==> src/rtl/pc_pkg.sv <==
// Shared types, default vectors and alignment helpers for the MIPS fetch-stage PC unit.
package pc_pkg;

    typedef enum logic [1:0] {
        PC_ST_BOOT = 2'd0,
        PC_ST_RUN  = 2'd1,
        PC_ST_HALT = 2'd2
    } pc_state_e;

    localparam logic [31:0] PC_DEF_RESET_VECTOR = 32'h0000_0000;
    localparam logic [31:0] PC_DEF_EXC_VECTOR   = 32'h8000_0180;
    localparam int          PC_ALIGN_MAX_W      = 64;

    // Callers zero-extend their value to PC_ALIGN_MAX_W so one helper serves every WIDTH.
    function automatic logic [PC_ALIGN_MAX_W-1:0] pc_align(
        input logic [PC_ALIGN_MAX_W-1:0] value,
        input int unsigned               align_bits
    );
        logic [PC_ALIGN_MAX_W-1:0] mask;
        mask = (64'd1 << align_bits) - 64'd1;
        return value & ~mask;
    endfunction

    function automatic logic pc_misaligned(
        input logic [PC_ALIGN_MAX_W-1:0] value,
        input int unsigned               align_bits
    );
        logic [PC_ALIGN_MAX_W-1:0] mask;
        mask = (64'd1 << align_bits) - 64'd1;
        return |(value & mask);
    endfunction

endpackage

==> src/rtl/pc_if.sv <==
// Control/branch-side bundle of the PC unit: the control side drives the master modport,
// the PC unit sits on the slave modport.
interface pc_if #(
    parameter int WIDTH = 32
);
    logic [WIDTH-1:0] pc_new_value;
    logic             pc_write_sig;
    logic             pc_exc;
    logic             pc_eret;
    logic             pc_stall;
    logic             pc_halt;
    logic             pc_resume;
    logic             pc_ras_push;
    logic             pc_ras_pop;
    logic [WIDTH-1:0] pc_out;
    logic             pc_valid;
    logic [WIDTH-1:0] pc_epc;
    logic             pc_misalign;
    logic             pc_ras_empty;
    logic             pc_ras_uflow;

    modport master (
        output pc_new_value, pc_write_sig, pc_exc, pc_eret, pc_stall,
               pc_halt, pc_resume, pc_ras_push, pc_ras_pop,
        input  pc_out, pc_valid, pc_epc, pc_misalign, pc_ras_empty, pc_ras_uflow
    );

    modport slave (
        input  pc_new_value, pc_write_sig, pc_exc, pc_eret, pc_stall,
               pc_halt, pc_resume, pc_ras_push, pc_ras_pop,
        output pc_out, pc_valid, pc_epc, pc_misalign, pc_ras_empty, pc_ras_uflow
    );
endinterface

==> src/rtl/pc_ras.sv <==
// Circular return-address stack: a full push overwrites the oldest entry, and a push
// paired with an effective pop replaces the top in place.
module pc_ras #(
    parameter int WIDTH = 32,
    parameter int DEPTH = 4
) (
    input  logic             clk_i,
    input  logic             rst_n_i,
    input  logic             push_i,
    input  logic             pop_i,
    input  logic [WIDTH-1:0] push_data_i,
    output logic [WIDTH-1:0] top_o,
    output logic             empty_o
);
    localparam int PTR_W = $clog2(DEPTH);
    localparam int CNT_W = $clog2(DEPTH + 1);

    logic [WIDTH-1:0] mem_q [DEPTH];
    logic [PTR_W-1:0] ptr_q, ptr_d;
    logic [CNT_W-1:0] cnt_q, cnt_d;
    logic [PTR_W-1:0] wr_idx_s;
    logic             wr_en_s;
    logic             pop_ok_s;

    assign pop_ok_s = pop_i && (cnt_q != {CNT_W{1'b0}});
    assign top_o    = mem_q[ptr_q];
    assign empty_o  = (cnt_q == {CNT_W{1'b0}});

    // Pointer/count next state and write slot selection
    always_comb begin
        ptr_d    = ptr_q;
        cnt_d    = cnt_q;
        wr_en_s  = 1'b0;
        wr_idx_s = ptr_q;
        if (push_i && pop_ok_s) begin
            wr_en_s = 1'b1;
        end else if (push_i) begin
            ptr_d    = ptr_q + PTR_W'(1);
            wr_idx_s = ptr_q + PTR_W'(1);
            wr_en_s  = 1'b1;
            if (cnt_q != CNT_W'(DEPTH)) begin
                cnt_d = cnt_q + CNT_W'(1);
            end else begin
                cnt_d = cnt_q;
            end
        end else if (pop_ok_s) begin
            ptr_d = ptr_q - PTR_W'(1);
            cnt_d = cnt_q - CNT_W'(1);
        end else begin
            ptr_d = ptr_q;
        end
    end

    // Stack storage and pointers
    always_ff @(negedge clk_i or negedge rst_n_i) begin
        if (!rst_n_i) begin
            ptr_q <= {PTR_W{1'b0}};
            cnt_q <= {CNT_W{1'b0}};
            for (int i = 0; i < DEPTH; i++) begin
                mem_q[i] <= {WIDTH{1'b0}};
            end
        end else begin
            ptr_q <= ptr_d;
            cnt_q <= cnt_d;
            if (wr_en_s) begin
                mem_q[wr_idx_s] <= push_data_i;
            end
        end
    end
endmodule

==> src/rtl/pc_unit.sv <==
// Program-counter unit for the MIPS fetch stage with BOOT/RUN/HALT control.
// Define PC_RAS_EN to include the return-address stack (pc_ras).
module pc_unit
    import pc_pkg::*;
#(
    parameter int                WIDTH        = 32,
    parameter logic [WIDTH-1:0]  RESET_VECTOR = WIDTH'(PC_DEF_RESET_VECTOR),
    parameter logic [WIDTH-1:0]  EXC_VECTOR   = WIDTH'(PC_DEF_EXC_VECTOR),
    parameter int                INC          = 4,
    parameter int unsigned       ALIGN_BITS   = 2,
    parameter int                RAS_DEPTH    = 4,
    parameter int                RET_OFFSET   = 8
) (
    input  logic pc_clk,
    input  logic pc_rst_n,
    pc_if.slave  bus
);
`ifdef PC_RAS_EN
    localparam bit RAS_EN_C = 1'b1;
`else
    localparam bit RAS_EN_C = 1'b0;
`endif

    pc_state_e                 state_q, state_d;
    logic [WIDTH-1:0]          pc_q, pc_d;
    logic [WIDTH-1:0]          epc_q, epc_d;
    logic                      valid_q, valid_d;
    logic                      misalign_q, misalign_d;
    logic                      uflow_q, uflow_d;
    logic [PC_ALIGN_MAX_W-1:0] nv_wide_s;
    logic [WIDTH-1:0]          nv_aligned_s;
    logic                      nv_misaligned_s;
    logic [WIDTH-1:0]          ras_top_s;
    logic                      ras_empty_s;
    logic                      pop_take_s;
    logic                      pop_req_s;

    assign nv_wide_s       = PC_ALIGN_MAX_W'(bus.pc_new_value);
    assign nv_aligned_s    = WIDTH'(pc_align(nv_wide_s, ALIGN_BITS));
    assign nv_misaligned_s = pc_misaligned(nv_wide_s, ALIGN_BITS);

    // A pop only reaches the stack when nothing of higher priority claims the edge.
    assign pop_req_s  = (state_q == PC_ST_RUN) && bus.pc_ras_pop && !bus.pc_stall &&
                        !bus.pc_exc && !bus.pc_eret && !bus.pc_write_sig;
    assign pop_take_s = pop_req_s && !ras_empty_s;

`ifdef PC_RAS_EN
    logic push_take_s;
    assign push_take_s = (state_q == PC_ST_RUN) && bus.pc_ras_push && !bus.pc_stall &&
                         !bus.pc_exc && !bus.pc_eret;

    pc_ras #(
        .WIDTH (WIDTH),
        .DEPTH (RAS_DEPTH)
    ) u_ras (
        .clk_i       (pc_clk),
        .rst_n_i     (pc_rst_n),
        .push_i      (push_take_s),
        .pop_i       (pop_take_s),
        .push_data_i (pc_q + WIDTH'(RET_OFFSET)),
        .top_o       (ras_top_s),
        .empty_o     (ras_empty_s)
    );
`else
    assign ras_top_s   = {WIDTH{1'b0}};
    assign ras_empty_s = 1'b1;
`endif

    // Next-state and PC selection, highest priority first
    always_comb begin
        state_d    = state_q;
        pc_d       = pc_q;
        epc_d      = epc_q;
        valid_d    = valid_q;
        misalign_d = 1'b0;
        uflow_d    = RAS_EN_C && pop_req_s && ras_empty_s;
        case (state_q)
            PC_ST_BOOT: begin
                state_d = PC_ST_RUN;
                valid_d = 1'b1;
            end
            PC_ST_RUN: begin
                if (bus.pc_exc) begin
                    epc_d = pc_q;
                    pc_d  = EXC_VECTOR;
                end else if (bus.pc_eret) begin
                    pc_d = epc_q;
                end else if (bus.pc_write_sig) begin
                    pc_d       = nv_aligned_s;
                    misalign_d = nv_misaligned_s;
                end else if (pop_take_s) begin
                    pc_d = ras_top_s;
                end else if (bus.pc_halt) begin
                    state_d = PC_ST_HALT;
                    valid_d = 1'b0;
                end else if (bus.pc_stall) begin
                    pc_d = pc_q;
                end else begin
                    pc_d = pc_q + WIDTH'(INC);
                end
            end
            PC_ST_HALT: begin
                if (bus.pc_exc) begin
                    epc_d   = pc_q;
                    pc_d    = EXC_VECTOR;
                    state_d = PC_ST_RUN;
                    valid_d = 1'b1;
                end else if (bus.pc_resume) begin
                    state_d = PC_ST_RUN;
                    valid_d = 1'b1;
                end else if (bus.pc_write_sig) begin
                    pc_d       = nv_aligned_s;
                    misalign_d = nv_misaligned_s;
                end else begin
                    pc_d = pc_q;
                end
            end
            default: begin
                state_d = PC_ST_BOOT;
                valid_d = 1'b0;
            end
        endcase
    end

    // State and output registers
    always_ff @(negedge pc_clk or negedge pc_rst_n) begin
        if (!pc_rst_n) begin
            state_q    <= PC_ST_BOOT;
            pc_q       <= RESET_VECTOR;
            epc_q      <= {WIDTH{1'b0}};
            valid_q    <= 1'b0;
            misalign_q <= 1'b0;
            uflow_q    <= 1'b0;
        end else begin
            state_q    <= state_d;
            pc_q       <= pc_d;
            epc_q      <= epc_d;
            valid_q    <= valid_d;
            misalign_q <= misalign_d;
            uflow_q    <= uflow_d;
        end
    end

    assign bus.pc_out       = pc_q;
    assign bus.pc_valid     = valid_q;
    assign bus.pc_epc       = epc_q;
    assign bus.pc_misalign  = misalign_q;
    assign bus.pc_ras_empty = ras_empty_s;
    assign bus.pc_ras_uflow = uflow_q;
endmodule

==> src/flat_wrapper.sv <==
// flat-port wrapper written by rule: the top's interface ports become plain ports
module pc_unit_flat import pc_pkg::*;
#(
    parameter int                WIDTH        = 32,
    parameter logic [WIDTH-1:0]  RESET_VECTOR = WIDTH'(PC_DEF_RESET_VECTOR),
    parameter logic [WIDTH-1:0]  EXC_VECTOR   = WIDTH'(PC_DEF_EXC_VECTOR),
    parameter int                INC          = 4,
    parameter int unsigned       ALIGN_BITS   = 2,
    parameter int                RAS_DEPTH    = 4,
    parameter int                RET_OFFSET   = 8
)
  (pc_clk, pc_rst_n, bus_pc_new_value, bus_pc_write_sig, bus_pc_exc, bus_pc_eret, bus_pc_stall, bus_pc_halt, bus_pc_resume, bus_pc_ras_push, bus_pc_ras_pop, bus_pc_out, bus_pc_valid, bus_pc_epc, bus_pc_misalign, bus_pc_ras_empty, bus_pc_ras_uflow);
  pc_if #(.WIDTH(WIDTH)) bus_i ();
  input  logic pc_clk;
  input  logic pc_rst_n;
  input wire logic [$bits(bus_i.pc_new_value)-1:0] bus_pc_new_value;
  input wire logic [$bits(bus_i.pc_write_sig)-1:0] bus_pc_write_sig;
  input wire logic [$bits(bus_i.pc_exc)-1:0] bus_pc_exc;
  input wire logic [$bits(bus_i.pc_eret)-1:0] bus_pc_eret;
  input wire logic [$bits(bus_i.pc_stall)-1:0] bus_pc_stall;
  input wire logic [$bits(bus_i.pc_halt)-1:0] bus_pc_halt;
  input wire logic [$bits(bus_i.pc_resume)-1:0] bus_pc_resume;
  input wire logic [$bits(bus_i.pc_ras_push)-1:0] bus_pc_ras_push;
  input wire logic [$bits(bus_i.pc_ras_pop)-1:0] bus_pc_ras_pop;
  output wire logic [$bits(bus_i.pc_out)-1:0] bus_pc_out;
  output wire logic [$bits(bus_i.pc_valid)-1:0] bus_pc_valid;
  output wire logic [$bits(bus_i.pc_epc)-1:0] bus_pc_epc;
  output wire logic [$bits(bus_i.pc_misalign)-1:0] bus_pc_misalign;
  output wire logic [$bits(bus_i.pc_ras_empty)-1:0] bus_pc_ras_empty;
  output wire logic [$bits(bus_i.pc_ras_uflow)-1:0] bus_pc_ras_uflow;
  assign bus_i.pc_new_value = bus_pc_new_value;
  assign bus_i.pc_write_sig = bus_pc_write_sig;
  assign bus_i.pc_exc = bus_pc_exc;
  assign bus_i.pc_eret = bus_pc_eret;
  assign bus_i.pc_stall = bus_pc_stall;
  assign bus_i.pc_halt = bus_pc_halt;
  assign bus_i.pc_resume = bus_pc_resume;
  assign bus_i.pc_ras_push = bus_pc_ras_push;
  assign bus_i.pc_ras_pop = bus_pc_ras_pop;
  assign bus_pc_out = bus_i.pc_out;
  assign bus_pc_valid = bus_i.pc_valid;
  assign bus_pc_epc = bus_i.pc_epc;
  assign bus_pc_misalign = bus_i.pc_misalign;
  assign bus_pc_ras_empty = bus_i.pc_ras_empty;
  assign bus_pc_ras_uflow = bus_i.pc_ras_uflow;
  pc_unit #(.WIDTH(WIDTH), .RESET_VECTOR(RESET_VECTOR), .EXC_VECTOR(EXC_VECTOR), .INC(INC), .ALIGN_BITS(ALIGN_BITS), .RAS_DEPTH(RAS_DEPTH), .RET_OFFSET(RET_OFFSET)) u_core (.pc_clk(pc_clk), .pc_rst_n(pc_rst_n), .bus(bus_i));
endmodule
==> config.mk <==
export PLATFORM = sky130hd
export DESIGN_NAME = pc_unit_flat
export DESIGN_NICKNAME = d
export VERILOG_FILES = /design/src/rtl/pc_pkg.sv /design/src/rtl/pc_if.sv /design/src/rtl/pc_ras.sv /design/src/rtl/pc_unit.sv /design/src/flat_wrapper.sv
export SDC_FILE = /design/constraint.sdc
export NUM_CORES = 1
export LEC_CHECK = 0
export BUFFER_PORTS_ARGS = -buffer_cell sky130_fd_sc_hd__buf_2
export CAP_MARGIN = 30
export CORE_UTILIZATION = 57
export CTS_BUF_LIST = sky130_fd_sc_hd__clkbuf_16
export DETAILED_ROUTE_END_ITERATION = 10
export PLACE_DENSITY_LB_ADDON = 0.3
export SLEW_MARGIN = 40
export SYNTH_ARGS = -nofsm -noshare
export SYNTH_HDL_FRONTEND = slang
export SYNTH_SLANG_ARGS = --single-unit
export TNS_END_PERCENT = 5
==> constraint.sdc <==
create_clock -name pc_clk -period 4.1 [get_ports pc_clk]
set_input_delay 0.615 -clock pc_clk [delete_from_list [all_inputs] [get_ports pc_clk]]
set_output_delay 0.615 -clock pc_clk [all_outputs]
set_load 0.02 [all_outputs]
==> out/metrics.csv, run 1 <==
metric,value,unit
Starting Density,59.40,%
Max Cap Violations,0,
drt wl/cell,19.69,um
top_reg_cell synth,dfrtn_1,
Slew Limit Headroom,44.70,%
Boundary Pins,110,
pin count of the biggest net entering global routing,68,
Netlist cell types,71,
peak supply drop,0.3906,mV
Final Slew Violations,0,
die area,7500,um^2
Worst-path clk slew,40,ps
# hold bufs at CTS,0,
TritonCTS buffer count,9,
syn_area_per_cell,9.380,um^2
Slowest Stage Delay on Critical Path,500,ps
Setup crit start kind,input port,
# DRC,0,
CORE AREA,6869,um^2
CP max-delay cell,or3b_2,
vias in the first global route,4195,
crit path buf inv count,3,
Final Cell Area,5259,um^2
kind of critical path,input port to flip-flop,
IO Port Bufs,105,
global-route wire length before repair,20780,um
PwrDens,713.4,nW/um^2
Area growth syn-to-layout,28.89,%
layout net count,609,
Die Y-Extent,86.61,um
vias,4389,
post-synthesis async set-or-reset flop share,100.0,%
Post-DP HPWL,9044,um
syn nets,481,
Clock Latency Late Sink,340,ps
most frequent cells in the layout,"buf_2, dfrtn_1, nor2_1, buf_4, nand2_1",
crit-path most repeated cell,buf_4,
element type at the critical path end,flip-flop,
CTS tree,built,
maximum fanout along the worst path,6,
total negative slack,0,ps
RD Place Congestion,0.9763,
CP cell instances,buf_2 > or3b_2 > buf_4 > nor4_1 > buf_4 > a21boi_0 > o21ai_0 > o221ai_1,
drt via density,6.610,
"Seq/Total Area, Yosys",41.09,%
Cells after Synth,435,
fillers,489,
Area after DPL,4972,um^2
# Post-CTS Setup Buffers,0,
Worst Tran Pin Value,821.9,ps
"delay-heaviest family, CP",simple AND/OR/NAND/NOR gates,
Total Routed Length,13070,um
gr ovfl total,0,
"Cell Area, Synth",4080,um^2
final hold violations,0,
total track usage,36.57,%
CTS root buf,clkbuf_16,
chip width,86.61,um
CTS Buffer Depth,2,
"EDFF count, synth",0,
initial antenna violation count,0,
"commonest non-fill, non-tap cell in the layout",buf_2,
Clock Skew,4.998,ps
Antenna Cells,0,
htree depth,3,
crit path DAT,2300,ps
status,completed,
leakage power,2.498,nW
iteration-0 DRC count of the detailed router,559,
"Req. time, crit path",2390,ps
Detail Route Antenna Nets,0,
synthesis-stage register bit count,67,
Final Core Density,76.56,%
CTS sink cnt,67,
share of cells above drive strength 1,35.56,%
PostCTS Resize Cnt,0,
RSZ-0062 raised after global routing,no,
hold crit path type,flip-flop to flip-flop,
final setup violation count,0,
DRT Pass-1 Iters,5,
Synth Warn #,0,
Pwr Total,0.003752,W
site row count,30,
-- routing by layer --
metal	wire length [um]	GRT usage [%]	vias up
li1	-	-	1914
met1	5042	46.68	2090
met2	6225	59.81	329
met3	1312	6.476	56
met4	491	18.64	0
met5	0	0	-
-- layout make-up --
class,instances,area [um^2],area share (%)
repair buffers,148,923.4,17.56
flip-flops and latches,67,1677,31.88
well taps,96,120.1,2.284
multi-input cells,321,2192,41.68
clock buffers,9,225.2,4.283
inverters,16,60.06,1.142
clock inverters,7,61.31,1.166
-- sequential cells by signal (all words and copies together), names as in the netlist --
register	count
u_core.bus.pc_out	32
u_core.bus.pc_valid	1
u_core.state_q	1
u_core.bus.pc_misalign	1
u_core.bus.pc_epc	32
-- through the flow --
step / hold slack (ps) / cells / setup slack, ps
4_1_cts: 453.5 / 664 / 161.8
3_5_place_dp: 454.4 / 648 / -170.2
5_1_grt: 486.2 / 664 / 34.46
6_report: 459.1 / 664 / 92.66
2_1_floorplan: 446.9 / 435 / 21.90
3_3_place_gp: 447.2 / 648 / -120.5
-- final timing paths --
check	from	to	slack, ps	cells after the start
max	bus_pc_write_sig	u_core.bus.pc_out[15]	90	8
min	u_core.bus.pc_epc[21]	u_core.bus.pc_epc[21]	460	2
max reg2reg	u_core.bus.pc_out[2]	u_core.bus.pc_out[28]	1500	6
min reg2reg	u_core.bus.pc_epc[21]	u_core.bus.pc_epc[21]	460	2
max in group asynchronous	pc_rst_n	u_core.bus.pc_epc[25]	1520	2
min in group asynchronous	pc_rst_n	u_core.bus.pc_valid	2200	2
-- power breakdown --
group / internal [W] / switching [W] / total [W]
Combinational: 0.000728 / 0.00102 / 0.00175
Sequential: 0.000927 / 0.000319 / 0.00125
Clock: 0.000464 / 0.000293 / 0.000757
-- synthesized netlist by cell type (all sizes together) (9+ instances only) --
library cell  number  area, um^2
a22o              11       96.34
inv               16       60.06
mux2              24       270.3
nor4              11       83.83
o21ai             31       155.1
nor2              37       138.9
nand3             13       82.58
dfrtn             67        1677
a22oi              9       67.56
nand2             37       141.4
o22ai             14       87.58
buf               11       75.06
clkbuf            20       76.32
nor3              11       55.05
o31ai              9       67.56
a21oi             11       55.05
-- kinds of logic (layout without fill, tap and decap cells) --
kind of cell,count (synthesis),count (layout),share of synthesized area (%)
AND/OR/NAND/NOR,142,142,18.71
XOR/XNOR,1,1,0.2147
buffers and inverters,47,180,5.182
other,2,2,0.1841
AO/OA/AOI/OAI,147,147,26.53
adder cells (fa/ha/maj),4,4,1.227
multiplexers,25,25,6.869
flip-flops,67,67,41.09
-- worst reg2reg max path, delay by kind of cell, from the launching register on --
kind | cells | cell delay (ps)
and+or+nand+nor | 3 | 1250
DFF | 1 | 510
AOI/OAI and AO/OA | 2 | 400
adders and majority gates | 1 | 290
No activity file was read; power rests on OpenSTA's default activity.
==> run 2, diff against run 1 <==
Settings changed: PLACE_DENSITY set to 0.83, PLACE_DENSITY_LB_ADDON 0.3 to unset.
==> run 2 against run 1 <==
Against the previous run:
- worst hold slack worse by 11 ps
- die area stayed put
- power is 2.0% higher
- sequential power hardly changed
- non-clock buffer count is 1 higher
- routed wire length is 1.2% higher
- final area is 0.74% higher
- clock power is 9.8% higher
- critical path type unchanged
==> out/metrics.csv, run 2 (synthesis results as in run 1) <==
metric,value,unit,change
Worst-path clk slew,40,ps,about the same
Total Routed Length,13220,um,was 13070 um
CP cell instances,buf_2 > nand2b_1 > a22oi_1 > o21ai_0 > buf_4 > a21o_1 > a211o_1,,was buf_2 > or3b_2 > buf_4 > nor4_1 > buf_4 > a21boi_0 > o21ai_0 > o221ai_1
total track usage,37.10,%,was 36.57%
crit path DAT,2010,ps,was 2300 ps
peak supply drop,0.4085,mV,was 0.3906 mV
maximum fanout along the worst path,10,,was 6
hold crit path type,flip-flop to flip-flop,,unchanged
Clock Skew,4.580,ps,was 4.998 ps
Clock Latency Late Sink,340,ps,about the same
drt via density,6.588,,was 6.610
fillers,458,,was 489
final setup violation count,0,,unchanged
RD Place Congestion,0.9009,,was 0.9763
global-route wire length before repair,21310,um,was 20780 um
Reg-to-Reg End,u_core.bus.pc_out[28],,unchanged
met1 usage in global routing,47.72,%,was 46.68%
CP max-delay cell,a22oi_1,,was or3b_2
element type at the critical path end,flip-flop,,unchanged
crit path buf inv count,2,,was 3
Setup crit start kind,input port,,unchanged
Sw Share,43.08,%,was 43.54%
Int Pwr,0.002179,W,was 0.002118 W
Final Core Density,77.12,%,was 76.56%
CTS sink cnt,67,,unchanged
Post-DP HPWL,9237,um,was 9044 um
kind of critical path,input port to flip-flop,,unchanged
final hold violations,0,,unchanged
switching pwr,0.001649,W,was 0.001634 W
Antenna Cells,0,,unchanged
Slowest Stage Delay on Critical Path,280,ps,was 500 ps
Final Slew Violations,0,,unchanged
share of cells above drive strength 1,35.85,%,was 35.56%
PnR worst setup slack,219.2,ps,was 92.66 ps
vias in the first global route,4336,,was 4195
"commonest non-fill, non-tap cell in the layout",buf_2,,unchanged
Area growth syn-to-layout,29.84,%,was 28.89%
"delay-heaviest family, CP",compound AO/OA/AOI/OAI gates,,was simple AND/OR/NAND/NOR gates
"Req. time, crit path",2230,ps,was 2390 ps
Starting Density,59.40,%,unchanged
DRT Pass-1 Iters,5,,unchanged
vias,4381,,was 4389
R2R cell count,6,,unchanged
PostCTS Resize Cnt,0,,unchanged
Hold Path Stages,2,,unchanged
iteration-0 DRC count of the detailed router,425,,was 559
Post-Place Worst Slack,-83.01,ps,was -170.2 ps
drt wl/cell,19.89,um,was 19.69 um
layer carrying the most global-route usage,met2,,unchanged
status,completed,,unchanged
leakage power,2.501,nW,was 2.498 nW
Boundary Pins,110,,unchanged
CTS Buffer Depth,2,,unchanged
layout net count,610,,was 609
gr ovfl total,0,,unchanged
TritonCTS buffer count,9,,unchanged
Worst Hold Path EP,u_core.bus.pc_epc[12],,was u_core.bus.pc_epc[21]
Worst Tran Pin Value,936.0,ps,was 821.9 ps
CTS root buf,clkbuf_16,,unchanged
Max Cap Violations,0,,unchanged
pin count of the biggest net entering global routing,68,,unchanged
Detail Route Antenna Nets,0,,unchanged
most frequent cells in the layout,"buf_2, dfrtn_1, buf_4, nor2_1, nand2_1",,"was buf_2, dfrtn_1, nor2_1, buf_4, nand2_1"
CORE AREA,6869,um^2,unchanged
htree depth,3,,unchanged
Logic pwr share,45.6,%,was 46.6%
# hold bufs at CTS,0,,unchanged
Slew Limit Headroom,37.03,%,was 44.70%
# DRC,0,,unchanged
CTS tree,built,,unchanged
IO Port Bufs,105,,unchanged
chip width,86.61,um,unchanged
Pwr Total,0.003829,W,was 0.003752 W
initial antenna violation count,0,,unchanged
clock power share,21.7,%,was 20.2%
FF-to-FF Start,u_core.bus.pc_out[2],,unchanged
site row count,30,,unchanged
PwrDens,722.7,nW/um^2,was 713.4 nW/um^2
sequential group share of total power,32.7,%,was 33.2%
RSZ-0062 raised after global routing,no,,unchanged
met3 Usage GRT,5.048,%,was 6.476%
R2R setup slack,1460,ps,was 1500 ps
die area,7500,um^2,unchanged
Die Y-Extent,86.61,um,unchanged
# Post-CTS Setup Buffers,0,,unchanged
Hold Path Origin,u_core.bus.pc_epc[12],,was u_core.bus.pc_epc[21]
M2 GR Usage,60.25,%,was 59.81%
[run 2: cell types whose count changed in the layout (fill, tap and decap cells not counted)]
cell	before	now
buf_4	37	38
bufinv_16	1	2
clkinv_1	0	1
clkinv_2	3	1
clkinvlp_4	0	2
inv_1	18	16
[run 2: worst max path at each step]
stage                     start                     to  slack (ps)  cells after the start
5_1_grt        bus_pc_write_sig  u_core.bus.pc_out[15]         120                      7
3_5_place_dp   bus_pc_write_sig  u_core.bus.pc_out[17]         -80                      7
4_1_cts        bus_pc_write_sig  u_core.bus.pc_out[17]         250                      7
6_report       bus_pc_write_sig  u_core.bus.pc_out[17]         220                      7
2_1_floorplan  bus_pc_write_sig  u_core.bus.pc_out[16]          20                      8
3_3_place_gp   bus_pc_write_sig  u_core.bus.pc_out[17]         -50                      7
[run 2: power groups by stage]
stage	Clock (W)	Sequential, W	Combinational [W]
after floorplan	0	0.00147	0.000805
after global placement	0	0.00122	0.00165
after detailed placement	0	0.00125	0.00171
after CTS	0.000824	0.00124	0.00173
after global routing	0.000844	0.00128	0.00188
final	0.000831	0.00125	0.00174
[run 2: final cells by class]
cell class | count | area [um^2] | share of cell area, %
tap | 96 | 120.1 | 2.267
inverter | 16 | 60.06 | 1.134
multi-input combinational | 321 | 2192 | 41.38
timing repair buffer | 149 | 930.9 | 17.57
clock buffer | 9 | 225.2 | 4.251
clock inverter | 7 | 92.59 | 1.748
sequential | 67 | 1677 | 31.65
[run 2: layer usage]
| layer | vias to the layer above | part of all wire (%) | wire (um) |
|---|---|---|---|
| li1 | 1912 | - | - |
| met1 | 2091 | 40 | 5231 |
| met2 | 318 | 47 | 6252 |
| met3 | 60 | 9.0 | 1189 |
| met4 | 0 | 4.2 | 551 |
| met5 | - | 0 | 0 |
[run 2: worst min-delay path, stage by stage, from the launching register on]
cell	delay, ps
dfrtn_1	410
nand2_1	50
o21ai_0	60
[run 2: per-stage QoR]
step / hold slack (ps) / TNS [ps] / cell area, um^2 / std cells
floorplan: 446.9 / 0 / 4081 / 435
global placement: 441.6 / -155.8 / 4980 / 649
detailed placement: 451.3 / -403.2 / 4980 / 649
CTS: 451.2 / 0 / 5298 / 665
global route: 492.0 / 0 / 5298 / 665
finish: 448.0 / 0 / 5298 / 665
==> run 3, diff against run 2 <==
Settings changed: RECOVER_POWER set to 50.
==> run 3 against run 2 <==
Against the previous run:
- the run now ends with capacitance limit, slew limit left
- final area decreased by 0.66%
- clock-buffer cell count unchanged
- first-iteration DRC count increased by 2.6%
- register-to-register slack improved by 80 ps
==> out/metrics.csv, run 3 (synthesis results as in run 1) <==
metric,value,unit,change
status,finished with violations,,was completed
failing checks,"capacitance limit, slew limit",,
chip width,86.61,um,unchanged
Post-DP HPWL,9237,um,unchanged
share of cells above drive strength 1,35.15,%,was 35.85%
PwrDens,722.2,nW/um^2,was 722.7 nW/um^2
Worst Hold Path EP,u_core.bus.pc_epc[12],,unchanged
Pwr Total,0.003801,W,was 0.003829 W
element type at the critical path end,flip-flop,,unchanged
drt via density,6.588,,unchanged
Clock Skew,4.941,ps,was 4.580 ps
kind of critical path,input port to flip-flop,,unchanged
Sw Share,43.13,%,was 43.08%
IO Port Bufs,105,,unchanged
CTS root buf,clkbuf_16,,unchanged
Starting Density,59.40,%,unchanged
drt wl/cell,19.80,um,was 19.89 um
final setup violation count,0,,unchanged
maximum fanout along the worst path,30,,was 10
Clock Latency Late Sink,340,ps,about the same
Hold Path Stages,2,,unchanged
Boundary Pins,110,,unchanged
leakage power,2.485,nW,was 2.501 nW
crit path DAT,2060,ps,was 2010 ps
Die Y-Extent,86.61,um,unchanged
layout net count,610,,unchanged
most frequent cells in the layout,"buf_2, dfrtn_1, nor2_1, buf_4, nand2_1",,"was buf_2, dfrtn_1, buf_4, nor2_1, nand2_1"
placed insts,649,,unchanged
RD Place Congestion,0.9009,,unchanged
vias in the first global route,4336,,unchanged
initial antenna violation count,0,,unchanged
sequential group share of total power,33.0,%,was 32.7%
Detail Route Antenna Nets,0,,unchanged
die area,7500,um^2,unchanged
# DRC,0,,unchanged
vias,4381,,unchanged
"commonest non-fill, non-tap cell in the layout",buf_2,,unchanged
Reg-to-Reg End,u_core.bus.pc_out[28],,unchanged
hold crit path type,flip-flop to flip-flop,,unchanged
TritonCTS buffer count,9,,unchanged
Final Slew Violations,68,,was 0
Worst Tran Pin Value,1539,ps,was 936.0 ps
R2R setup slack,1540,ps,was 1460 ps
site row count,30,,unchanged
Finished Layout Cells,665,,unchanged
Hold Path Origin,u_core.bus.pc_epc[12],,unchanged
CTS sink cnt,67,,unchanged
DRT Pass-1 Iters,5,,unchanged
FF-to-FF Start,u_core.bus.pc_out[2],,unchanged
Slew Limit Headroom,-2.574,%,was 37.03%
PostCTS Resize Cnt,0,,unchanged
clock power share,21.7,%,about the same
pin count of the biggest net entering global routing,68,,unchanged
final hold violations,0,,unchanged
# hold bufs at CTS,0,,unchanged
switching pwr,0.001639,W,was 0.001649 W
CORE AREA,6869,um^2,unchanged
fillers,460,,was 458
# Post-CTS Setup Buffers,0,,unchanged
peak supply drop,0.4062,mV,was 0.4085 mV
CTS Buffer Depth,2,,unchanged
Area growth syn-to-layout,28.98,%,was 29.84%
Setup crit start kind,input port,,unchanged
Final Cell Area,5263,um^2,was 5298 um^2
Area after DPL,4980,um^2,unchanged
total track usage,37.10,%,unchanged
Max Cap Violations,1,,was 0
htree depth,3,,unchanged
gr ovfl total,0,,unchanged
CTS tree,built,,unchanged
"Req. time, crit path",2220,ps,was 2230 ps
Antenna Cells,0,,unchanged
Worst-path clk slew,40,ps,about the same
R2R cell count,6,,unchanged
Logic pwr share,45.3,%,was 45.6%
Int Pwr,0.002161,W,was 0.002179 W
RSZ-0062 raised after global routing,no,,unchanged
Total Routed Length,13170,um,was 13220 um
Final Core Density,76.61,%,was 77.12%
global-route wire length before repair,21310,um,unchanged
iteration-0 DRC count of the detailed router,436,,was 425
## run 3: cell count changes in the layout (fill, tap and decap cells not counted)
cell,previous run,this run
clkbuf_1,0,2
buf_4,38,37
buf_12,6,4
clkbuf_2,0,1
mux2_2,24,22
mux2_1,0,2
## run 3: per-stage QoR
step                      setup WS (ps)  setup TNS [ps]  hold WS [ps]
after floorplan                   21.90               0         446.9
after detailed placement         -83.01          -403.2         451.3
after global placement           -45.17          -155.8         441.6
final                             169.5               0         448.9
after CTS                         245.0               0         451.2
after global routing              68.09               0         492.0
## run 3: layout make-up
cell class | count | area [um^2] | area share, %
clock buffers | 9 | 225.2 | 4.280
inverters | 16 | 60.06 | 1.141
well taps | 96 | 120.1 | 2.282
clock inverters | 7 | 92.59 | 1.759
repair buffers | 149 | 895.9 | 17.02
multi-input cells | 321 | 2192 | 41.65
flip-flops and latches | 67 | 1677 | 31.86
## run 3: layer usage
| metal | track usage [%] | vias to the layer above | part of all wire, % |
|---|---|---|---|
| met1 | 47.72 | 2087 | 39 |
| met3 | 5.048 | 53 | 9.1 |
| met2 | 60.25 | 320 | 48 |
| li1 | - | 1921 | - |
| met5 | 0 | - | 0 |
| met4 | 21.36 | 0 | 3.9 |
## run 3: critical path: stages
cell,delay [ps]
clkbuf_1,110
buf_4,170
nand2_1,90
clkbuf_2,620
mux2_2,420
## run 3: power by group through the flow
| stage | combinational (W) | clock [W] | sequential, W |
|---|---|---|---|
| after floorplan | 0.000805 | 0 | 0.00147 |
| after global placement | 0.00165 | 0 | 0.00122 |
| after detailed placement | 0.00171 | 0 | 0.00125 |
| after CTS | 0.00173 | 0.000824 | 0.00124 |
| after global routing | 0.00185 | 0.000844 | 0.00128 |
| final | 0.00172 | 0.000826 | 0.00125 |
## run 3: how the worst max path moves through the flow
stage                          start               endpoint  cells past startpoint
floorplan           bus_pc_write_sig  u_core.bus.pc_out[16]                      8
global placement    bus_pc_write_sig  u_core.bus.pc_out[17]                      7
detailed placement  bus_pc_write_sig  u_core.bus.pc_out[17]                      7
CTS                 bus_pc_write_sig  u_core.bus.pc_out[17]                      7
global route              bus_pc_exc  u_core.bus.pc_epc[24]                      5
finish                    bus_pc_exc  u_core.bus.pc_epc[23]                      5
